<file path="config.mk">
export PLATFORM = sky130hd
export DESIGN_NAME = fifo_wr_ctl
export DESIGN_NICKNAME = d
export VERILOG_FILES = /design/src/rtl/fifo_wr_ctl.sv
export SDC_FILE = /design/constraint.sdc
export NUM_CORES = 1
export LEC_CHECK = 0
export CAP_MARGIN = 40
export CORE_ASPECT_RATIO = 1.2
export CORE_UTILIZATION = 45
export CTS_CLUSTER_DIAMETER = 30
export DETAILED_ROUTE_END_ITERATION = 6
export GPL_TIMING_DRIVEN = 0
export PLACE_DENSITY = 0.71
export SYNTH_ARGS = -nofsm -noshare
export SYNTH_HDL_FRONTEND = slang
export SYNTH_SLANG_ARGS = --single-unit
</file>
<file path="constraint.sdc">
create_clock -name fifo_wr_clk -period 3.5 [get_ports fifo_wr_clk]
set_input_delay 0.7 -clock fifo_wr_clk [delete_from_list [all_inputs] [get_ports fifo_wr_clk]]
set_output_delay 0.7 -clock fifo_wr_clk [all_outputs]
set_load 0.02 [all_outputs]
</file>
<file path="src/rtl/fifo_wr_ctl.sv">
// Frame-buffer burst fetcher feeding a display FIFO in the write-clock domain.
// Optional overflow check: define FIFO_WR_OVERFLOW_CHK_EN.
module fifo_wr_ctl #(
    parameter int FIFO_ALMOSTFULL_DEPTH = 1000,
    parameter int BURST_LEN             = 16,
    parameter int FRAME_BEATS           = 76800,
    parameter int DATA_WIDTH            = 16,
    parameter int ADDR_WIDTH            = 32
) (
    input  logic                  rst_n,
    input  logic                  fifo_wr_clk,
    output logic                  fifo_wr_en,
    output logic [DATA_WIDTH-1:0] fifo_wr_data,
    input  logic                  fifo_full,
    input  logic [9:0]            fifo_wr_cnt,
    input  logic                  frame_start,
    input  logic [ADDR_WIDTH-1:0] frame_base_addr,
    output logic                  burst_req,
    output logic [ADDR_WIDTH-1:0] burst_addr,
    input  logic                  burst_ack,
    input  logic [DATA_WIDTH-1:0] rd_data,
    input  logic                  rd_valid,
    output logic                  frame_done,
    output logic                  ovf_err
);

    localparam int BW = $clog2(BURST_LEN + 1);
    localparam int FW = $clog2(FRAME_BEATS + 1);

    localparam logic [1:0] S_IDLE = 2'd0;
    localparam logic [1:0] S_REQ  = 2'd1;
    localparam logic [1:0] S_DATA = 2'd2;
    localparam logic [1:0] S_NEXT = 2'd3;

    localparam logic [ADDR_WIDTH-1:0] BURST_BYTES =
        ADDR_WIDTH'(BURST_LEN * DATA_WIDTH / 8);
    localparam logic [BW-1:0] LAST_BEAT = BW'(BURST_LEN - 1);
    localparam logic [FW-1:0] BURST_F   = FW'(BURST_LEN);
    localparam logic [FW-1:0] FRAME_F   = FW'(FRAME_BEATS);
    localparam logic [10:0]   ROOM_LIM  = 11'(FIFO_ALMOSTFULL_DEPTH);

    logic [1:0]            r_state;
    logic                  r_armed;
    logic                  r_pending;
    logic [ADDR_WIDTH-1:0] r_base;
    logic [ADDR_WIDTH-1:0] r_addr;
    logic [BW-1:0]         r_beat_cnt;
    logic [FW-1:0]         r_frame_cnt;
    logic                  r_wr_en;
    logic [DATA_WIDTH-1:0] r_wr_data;
    logic                  r_frame_done;

    logic w_room;
    logic w_beat;
    logic w_last;
    logic w_frame_end;

    // 11-bit sum so a near-full FIFO can never wrap into a false "room"
    assign w_room      = ({1'b0, fifo_wr_cnt} + 11'(BURST_LEN)) <= ROOM_LIM;
    assign w_beat      = (r_state == S_DATA) && rd_valid;
    assign w_last      = w_beat && (r_beat_cnt == LAST_BEAT);
    assign w_frame_end = (r_frame_cnt + BURST_F) == FRAME_F;

    always_ff @(posedge fifo_wr_clk or negedge rst_n) begin
        if (!rst_n) begin
            r_state      <= S_IDLE;
            r_armed      <= 1'b0;
            r_pending    <= 1'b0;
            r_base       <= '0;
            r_addr       <= '0;
            r_beat_cnt   <= '0;
            r_frame_cnt  <= '0;
            r_wr_en      <= 1'b0;
            r_wr_data    <= '0;
            r_frame_done <= 1'b0;
        end else begin
            r_wr_en <= w_beat;
            if (w_beat) begin
                r_wr_data <= rd_data;
            end
            // a restart arriving now or earlier in the burst cancels the frame end
            r_frame_done <= w_last && w_frame_end && !r_pending && !frame_start;
            if (frame_start) begin
                r_armed <= 1'b1;
                r_base  <= frame_base_addr;
            end
            unique case (r_state)
                S_IDLE: begin
                    if (frame_start) begin
                        r_addr      <= frame_base_addr;
                        r_frame_cnt <= '0;
                    end
                    if (r_armed && w_room) begin
                        r_state <= S_REQ;
                    end
                end
                S_REQ: begin
                    if (frame_start) begin
                        r_pending <= 1'b1;
                    end
                    if (burst_ack) begin
                        r_state <= S_DATA;
                    end
                end
                S_DATA: begin
                    if (frame_start) begin
                        r_pending <= 1'b1;
                    end
                    if (w_beat) begin
                        r_beat_cnt <= w_last ? '0 : r_beat_cnt + 1'b1;
                    end
                    if (w_last) begin
                        r_state <= S_NEXT;
                    end
                end
                S_NEXT: begin
                    r_state   <= S_IDLE;
                    r_pending <= 1'b0;
                    if (frame_start || r_pending) begin
                        r_addr      <= frame_start ? frame_base_addr : r_base;
                        r_frame_cnt <= '0;
                    end else if (w_frame_end) begin
                        r_addr      <= r_base;
                        r_frame_cnt <= '0;
                    end else begin
                        r_addr      <= r_addr + BURST_BYTES;
                        r_frame_cnt <= r_frame_cnt + BURST_F;
                    end
                end
                default: r_state <= S_IDLE;
            endcase
        end
    end

    assign fifo_wr_en   = r_wr_en;
    assign fifo_wr_data = r_wr_data;
    assign burst_req    = (r_state == S_REQ);
    assign burst_addr   = r_addr;
    assign frame_done   = r_frame_done;

`ifdef FIFO_WR_OVERFLOW_CHK_EN
    logic r_ovf;

    // the write is still issued; this only records that data was lost
    always_ff @(posedge fifo_wr_clk or negedge rst_n) begin
        if (!rst_n) begin
            r_ovf <= 1'b0;
        end else if (r_wr_en && fifo_full) begin
            r_ovf <= 1'b1;
        end
    end

    assign ovf_err = r_ovf;
`else
    logic w_unused_full;

    assign w_unused_full = fifo_full;
    assign ovf_err       = 1'b0;
`endif

endmodule

</file>
Yosys cells after proc, flatten, opt, wreduce, memory -nomap -nowiden
Cells that the tools add are included.
{"block": "classes", "n_addsub": 4, "magnitude_cmp": 1, "eq_ne": 10, "muxes": 16, "n_reduce_logical": 17}
{"op": "$mux W32", "count": 4}
{"op": "$pmux W32 S2", "count": 1}
{"op": "$mux W17", "count": 3}
{"op": "$pmux W17 S2", "count": 1}
{"op": "$add A32 B6 Y32 const B", "count": 1}
{"op": "$add A17 B5 Y17 const B", "count": 1}
{"op": "$eq A17 B17 Y1 const B", "count": 1}
{"op": "$add A10 B5 Y11 const B", "count": 1}
{"op": "$le A11 B10 Y1 const B", "count": 1}
{"op": "$pmux W2 S4", "count": 1}
{"op": "$logic_and A1 B1 Y1", "count": 6}
{"op": "$mux W2", "count": 3}
{"op": "$ne A2 B2 Y1 const B", "count": 3}
{"op": "$reduce_and A2 Y1", "count": 3}
{"op": "$add A5 B1 Y5 const B", "count": 1}
{"op": "$eq A5 B4 Y1 const B", "count": 1}
{"op": "$mux W5", "count": 1}
{"op": "$eq A2 B2 Y1 const B", "count": 2}
{"op": "$ne A2 B1 Y1 const B", "count": 2}
{"op": "$reduce_bool A2 Y1", "count": 2}
{"op": "$reduce_and A3 Y1", "count": 1}
{"op": "$eq A2 B1 Y1 const B", "count": 1}
{"op": "$logic_not A1 Y1", "count": 2}
{"op": "$logic_not A2 Y1", "count": 1}
{"op": "4 further kinds", "count": 4}
{"block": "word_totals", "reg_bits": 108, "inputBits": 64, "output_inout_bits": 52, "word_cells": 58}

Longest topological paths before layout
{"block": "logic_depth", "depth_word": 6, "depth_mapped": 11, "ltp_nobuf": 8}

Worst setup path after synthesis
OpenSTA, ideal clock, no wires.
{"block": "synth_timing", "path_kind": "register to register", "startpoint": "register r_frame_cnt[4]", "endpoint": "register r_addr[12] (netlist: burst_addr[12])", "setup_ns": 0.126, "arrival_ns": 2.619, "required_time_ns": 3.374, "slack_ns": 0.755, "stages_incl_launch_ff": 11, "path_buffers": 2, "synth_period_minus_slack_ns": 2.745, "cell_sequence": "dfrtp_1 > ha_1 > nand4_2 > or3_4 > a2111oi_4 > nand4_1 > buf_4 > buf_6 > nand3b_2 > a31oi_1 > a221o_1"}
{"block": "synth_via", "elab_chain_len": 5}
{"element": "start, declared", "line_no": "48", "rtl": "logic [FW-1:0] r_frame_cnt;"}
{"element": "start signal, assigned", "line_no": "127", "rtl": "r_frame_cnt <= r_frame_cnt + BURST_F;"}
{"element": "$add A17 B5 Y17", "line_no": "62", "rtl": "assign w_frame_end = (r_frame_cnt + BURST_F) == FRAME_F;"}
{"element": "$eq A17 B17 Y1", "line_no": "62"}
{"element": "$mux W32", "line_no": "122", "rtl": "end else if (w_frame_end) begin"}
{"element": "$mux W32", "line_no": "119", "rtl": "if (frame_start || r_pending) begin"}
{"element": "$pmux W32 S2", "line_no": "87", "rtl": "unique case (r_state)"}
{"element": "end signal, assigned", "line_no": "90", "rtl": "r_addr <= frame_base_addr;"}
{"element": "end signal, assigned", "line_no": "120", "rtl": "r_addr <= frame_start ? frame_base_addr : r_base;"}
{"element": "end signal, assigned", "line_no": "123", "rtl": "r_addr <= r_base;"}
{"element": "end, declared", "line_no": "46", "rtl": "logic [ADDR_WIDTH-1:0] r_addr;"}
Every way passes these cells.
A chain may end at the register's enable or synchronous reset.

Worst setup path in the final report
{"block": "layout_timing", "startpoint": "register r_frame_cnt[5]", "endpoint": "register r_addr[29] (netlist: burst_addr[29])"}
The elaborated chain is that of the path after synthesis.

==> impl_results.md <==
* Mapped Nets at 655
* Post-synth EDFFs at 0
* Sequential area share after synthesis at 44.9%
* # DRC at 0
* CP Max Fanout at 9
* Core box area at 12,600 µm²
* Post-Place Cells at 858
* Worst setup margin at 329 ps
* Fraction of power consumed by sequential logic at 34.3%
* Fmax at 0.315 GHz
* Asr flop ratio synth at 100%
* Most common cell after layout, fill and taps aside: clkdlybuf4s50_1
* Root buf cell: clkbuf_16
* GR Overflow Total at 0
* Final #Nets at 780
* Cell Area, Placed at 7160 µm²
* Post-CTS setup buffer count at 0
* Initial antenna violation count at 0
* Clock Skews at 6.09 ps
* Outcome: complete, no violations
* Final ANT Viol Nets at 0
* Clk Latency, worst-skew pair at 350 ps
* Drt first pass iters at 6
* Cell count after synthesis at 580
* Initial Util at 46.0%
* HPWL after DPL at 11,700 µm
* Mapped Area at 5800 µm²
* Crit Path Category: reg2reg
* Setup Viol. Count Final at 0
* Leak Pwr at 3.00 nW
* Max cap viols at 0
* Layout area overhead at 28.6%
* Commonest cells after routing, fill and taps aside: 111 x clkdlybuf4s50_1, 104 x dfrtp_1, 51 x mux2_2, 50 x nand2_1, 45 x a21oi_1
* Unrepaired setup endpoints after global routing: no
* WHS at 352 ps
* Clock tree buffer depth at 2
* Util after Layout at 59.1%
* CTS sink count at 104
* Yosys warns at 0
* Global-route wire length before repair at 26,500 µm
* Startpoint types: flip-flop
* Pre-CTS setup slack at 74.8 ps
* Via count at 5,127
* Main synth FF type: dfrtp_1
* Worst VDD drop at 395 µV
* Total CTS buffers at 9
* Arrival @ worst endpoint at 3400 ps
* Routed wire per std cell at 18.3 µm
* H-tree levels at 3
* Syn_area_per_cell at 10.0 µm²
* Fin crit share at 90.6%
* Sw frac at 41.1%
* Total track usage at 25.1%
* Port Buffers at 112
* CP Capture Type: flip-flop
* Fin crit period at 3170 ps
* Final Cell Area at 7460 µm²
* Vias in the first global route at 5,228
* Share of total power in the clock network at 17.8%
* Final hold violations at 0
* Core Rows at 45
* Max Slew Vio Count at 0
* Largest net degree at the start of global routing at 61
* Ports at 116
* Worst endpoint required time at 3730 ps
* Gate power share at 47.9%
* Clock transition at the registers of the reported paths at 70 ps
* Die Wd at 106 µm
* Post-CTS resize count at 0
* Net switching power at 2.39 mW
* Relative slew margins at 45.6%
* Final cell count without fillers at 874
* Gpl congestion at 0.871
* Share of cells above drive strength 1 at 13.7%
* Ant diodes at 0
* Die Y at 126 µm
* Int Pwr at 3.42 mW
* WL final at 16,000 µm
* DRT iter0 DRCs at 319
* TritonCTS clock tree: done
* PwrDens at 780 nW/µm²
* Hold Buf Count CTS at 0
* Tightest Hold Check Type: in2async
* Yosys reg bits at 104
* Drt via density at 5.87
* Cell variety after synth at 65
* Die ar. at 13,300 µm²
* Least-Margin Pin Slew at 812 ps
critical path: stages (launching register included):
cell and delay [ps]:
dfrtp_1 500, ha_1 390, nand4_2 200, or3_4 390
a2111oi_4 530, nand4_1 420, or2_2 410, a21oi_1 120
o22ai_1 100
final timing paths:
path | startpoint | to | slack, ps | cells after the start
worst min-delay path | rst_n | burst_addr[5] | 350 | 1
worst min register to register | r_armed | r_armed | 480 | 1
min in group fifo_wr_clk | r_armed | r_armed | 480 | 1
worst max register to register | r_frame_cnt[5] | burst_addr[29] | 330 | 8
max in group asynchronous | rst_n | r_frame_cnt[7] | 2430 | 2
worst max-delay path | r_frame_cnt[5] | burst_addr[29] | 330 | 8
per-stage QoR:
| step | power [mW] | TNS [ps] |
|---|---|---|
| 2_1_floorplan | 3.59 | 0 |
| 3_3_place_gp | 4.68 | -239510 |
| 3_5_place_dp | 4.78 | 0 |
| 4_1_cts | 5.82 | 0 |
| 5_1_grt | 6.16 | 0 |
| 6_report | 5.81 | 0 |
power by group through the flow:
stage	logic, mW	clock network [mW]	registers, mW
6_report	2.78	1.03	2.00
5_1_grt	3.02	1.09	2.05
4_1_cts	2.78	1.04	1.99
3_5_place_dp	2.77	0	2.01
3_3_place_gp	2.70	0	1.98
2_1_floorplan	1.34	0	2.25
per-layer routing:
layer / up-vias / part of all wire, % / GRT usage, %
li1: 2393 / - / -
met1: 2497 / 42 / 31.8
met2: 207 / 50 / 43.7
met3: 30 / 5.9 / 3.34
met4: 0 / 2.0 / 9.80
met5: - / 0 / 0
flip-flops by register name (all words and copies together) (netlist names):
register      count
burst_addr       32
r_base           32
fifo_wr_data     16
r_frame_cnt      13
r_beat_cnt        5
r_state           2
fifo_wr_en        1
frame_done        1
r_armed           1
r_pending         1
logic make-up after synthesis:
family,Yosys count,share of synthesized area [%]
muxes,59,11.3
xor gates and xnor gates,19,2.87
adders and majority gates,11,2.37
AOI/OAI and AO/OA,159,18.4
other,1,0.0647
and+or+nand+nor,180,16.4
DFF,104,44.9
buffers and inverters,47,3.71
cell usage after synthesis (all sizes together), types with 3 or more instances:
master   number  share of area [%]
mux2         51                9.9
o31ai         3               0.39
and3          7               0.76
xnor2         9                1.4
a221o         6                1.0
nor2         25                1.6
nand2b        5               0.54
nand3        21                1.9
o22ai        17                1.8
nand2        51                3.3
a21oi        45                3.9
a21o          4               0.52
mux2i         8                1.4
o211ai       16                2.2
nand3b        9                1.3
xor2         10                1.5
or3           5               0.63
a31oi         6               0.91
ha           11                2.4
inv          11               0.71
buf          11                1.4
a2bb2oi       5               0.76
and4          7                1.1
or2           3               0.32
o21ai        38                3.3
nand4        14                1.6
nor4          3               0.32
dfrtp       104                 45
clkbuf       24                1.6
and2          5               0.54
nor2b         5               0.54
nor3         16                1.4
cell type report:
cell class / count / area, µm²
Buffer: 35 / 170
Clock buffer: 10 / 229
Clock inverter: 6 / 68.8
Fill cell: 1106 / 5160
Inverter: 12 / 45.0
Multi-Input combinational cell: 429 / 2980
Sequential cell: 104 / 2600
Tap cell: 164 / 205
Timing Repair Buffer: 114 / 1150
No activity file was read; power rests on OpenSTA's default activity.
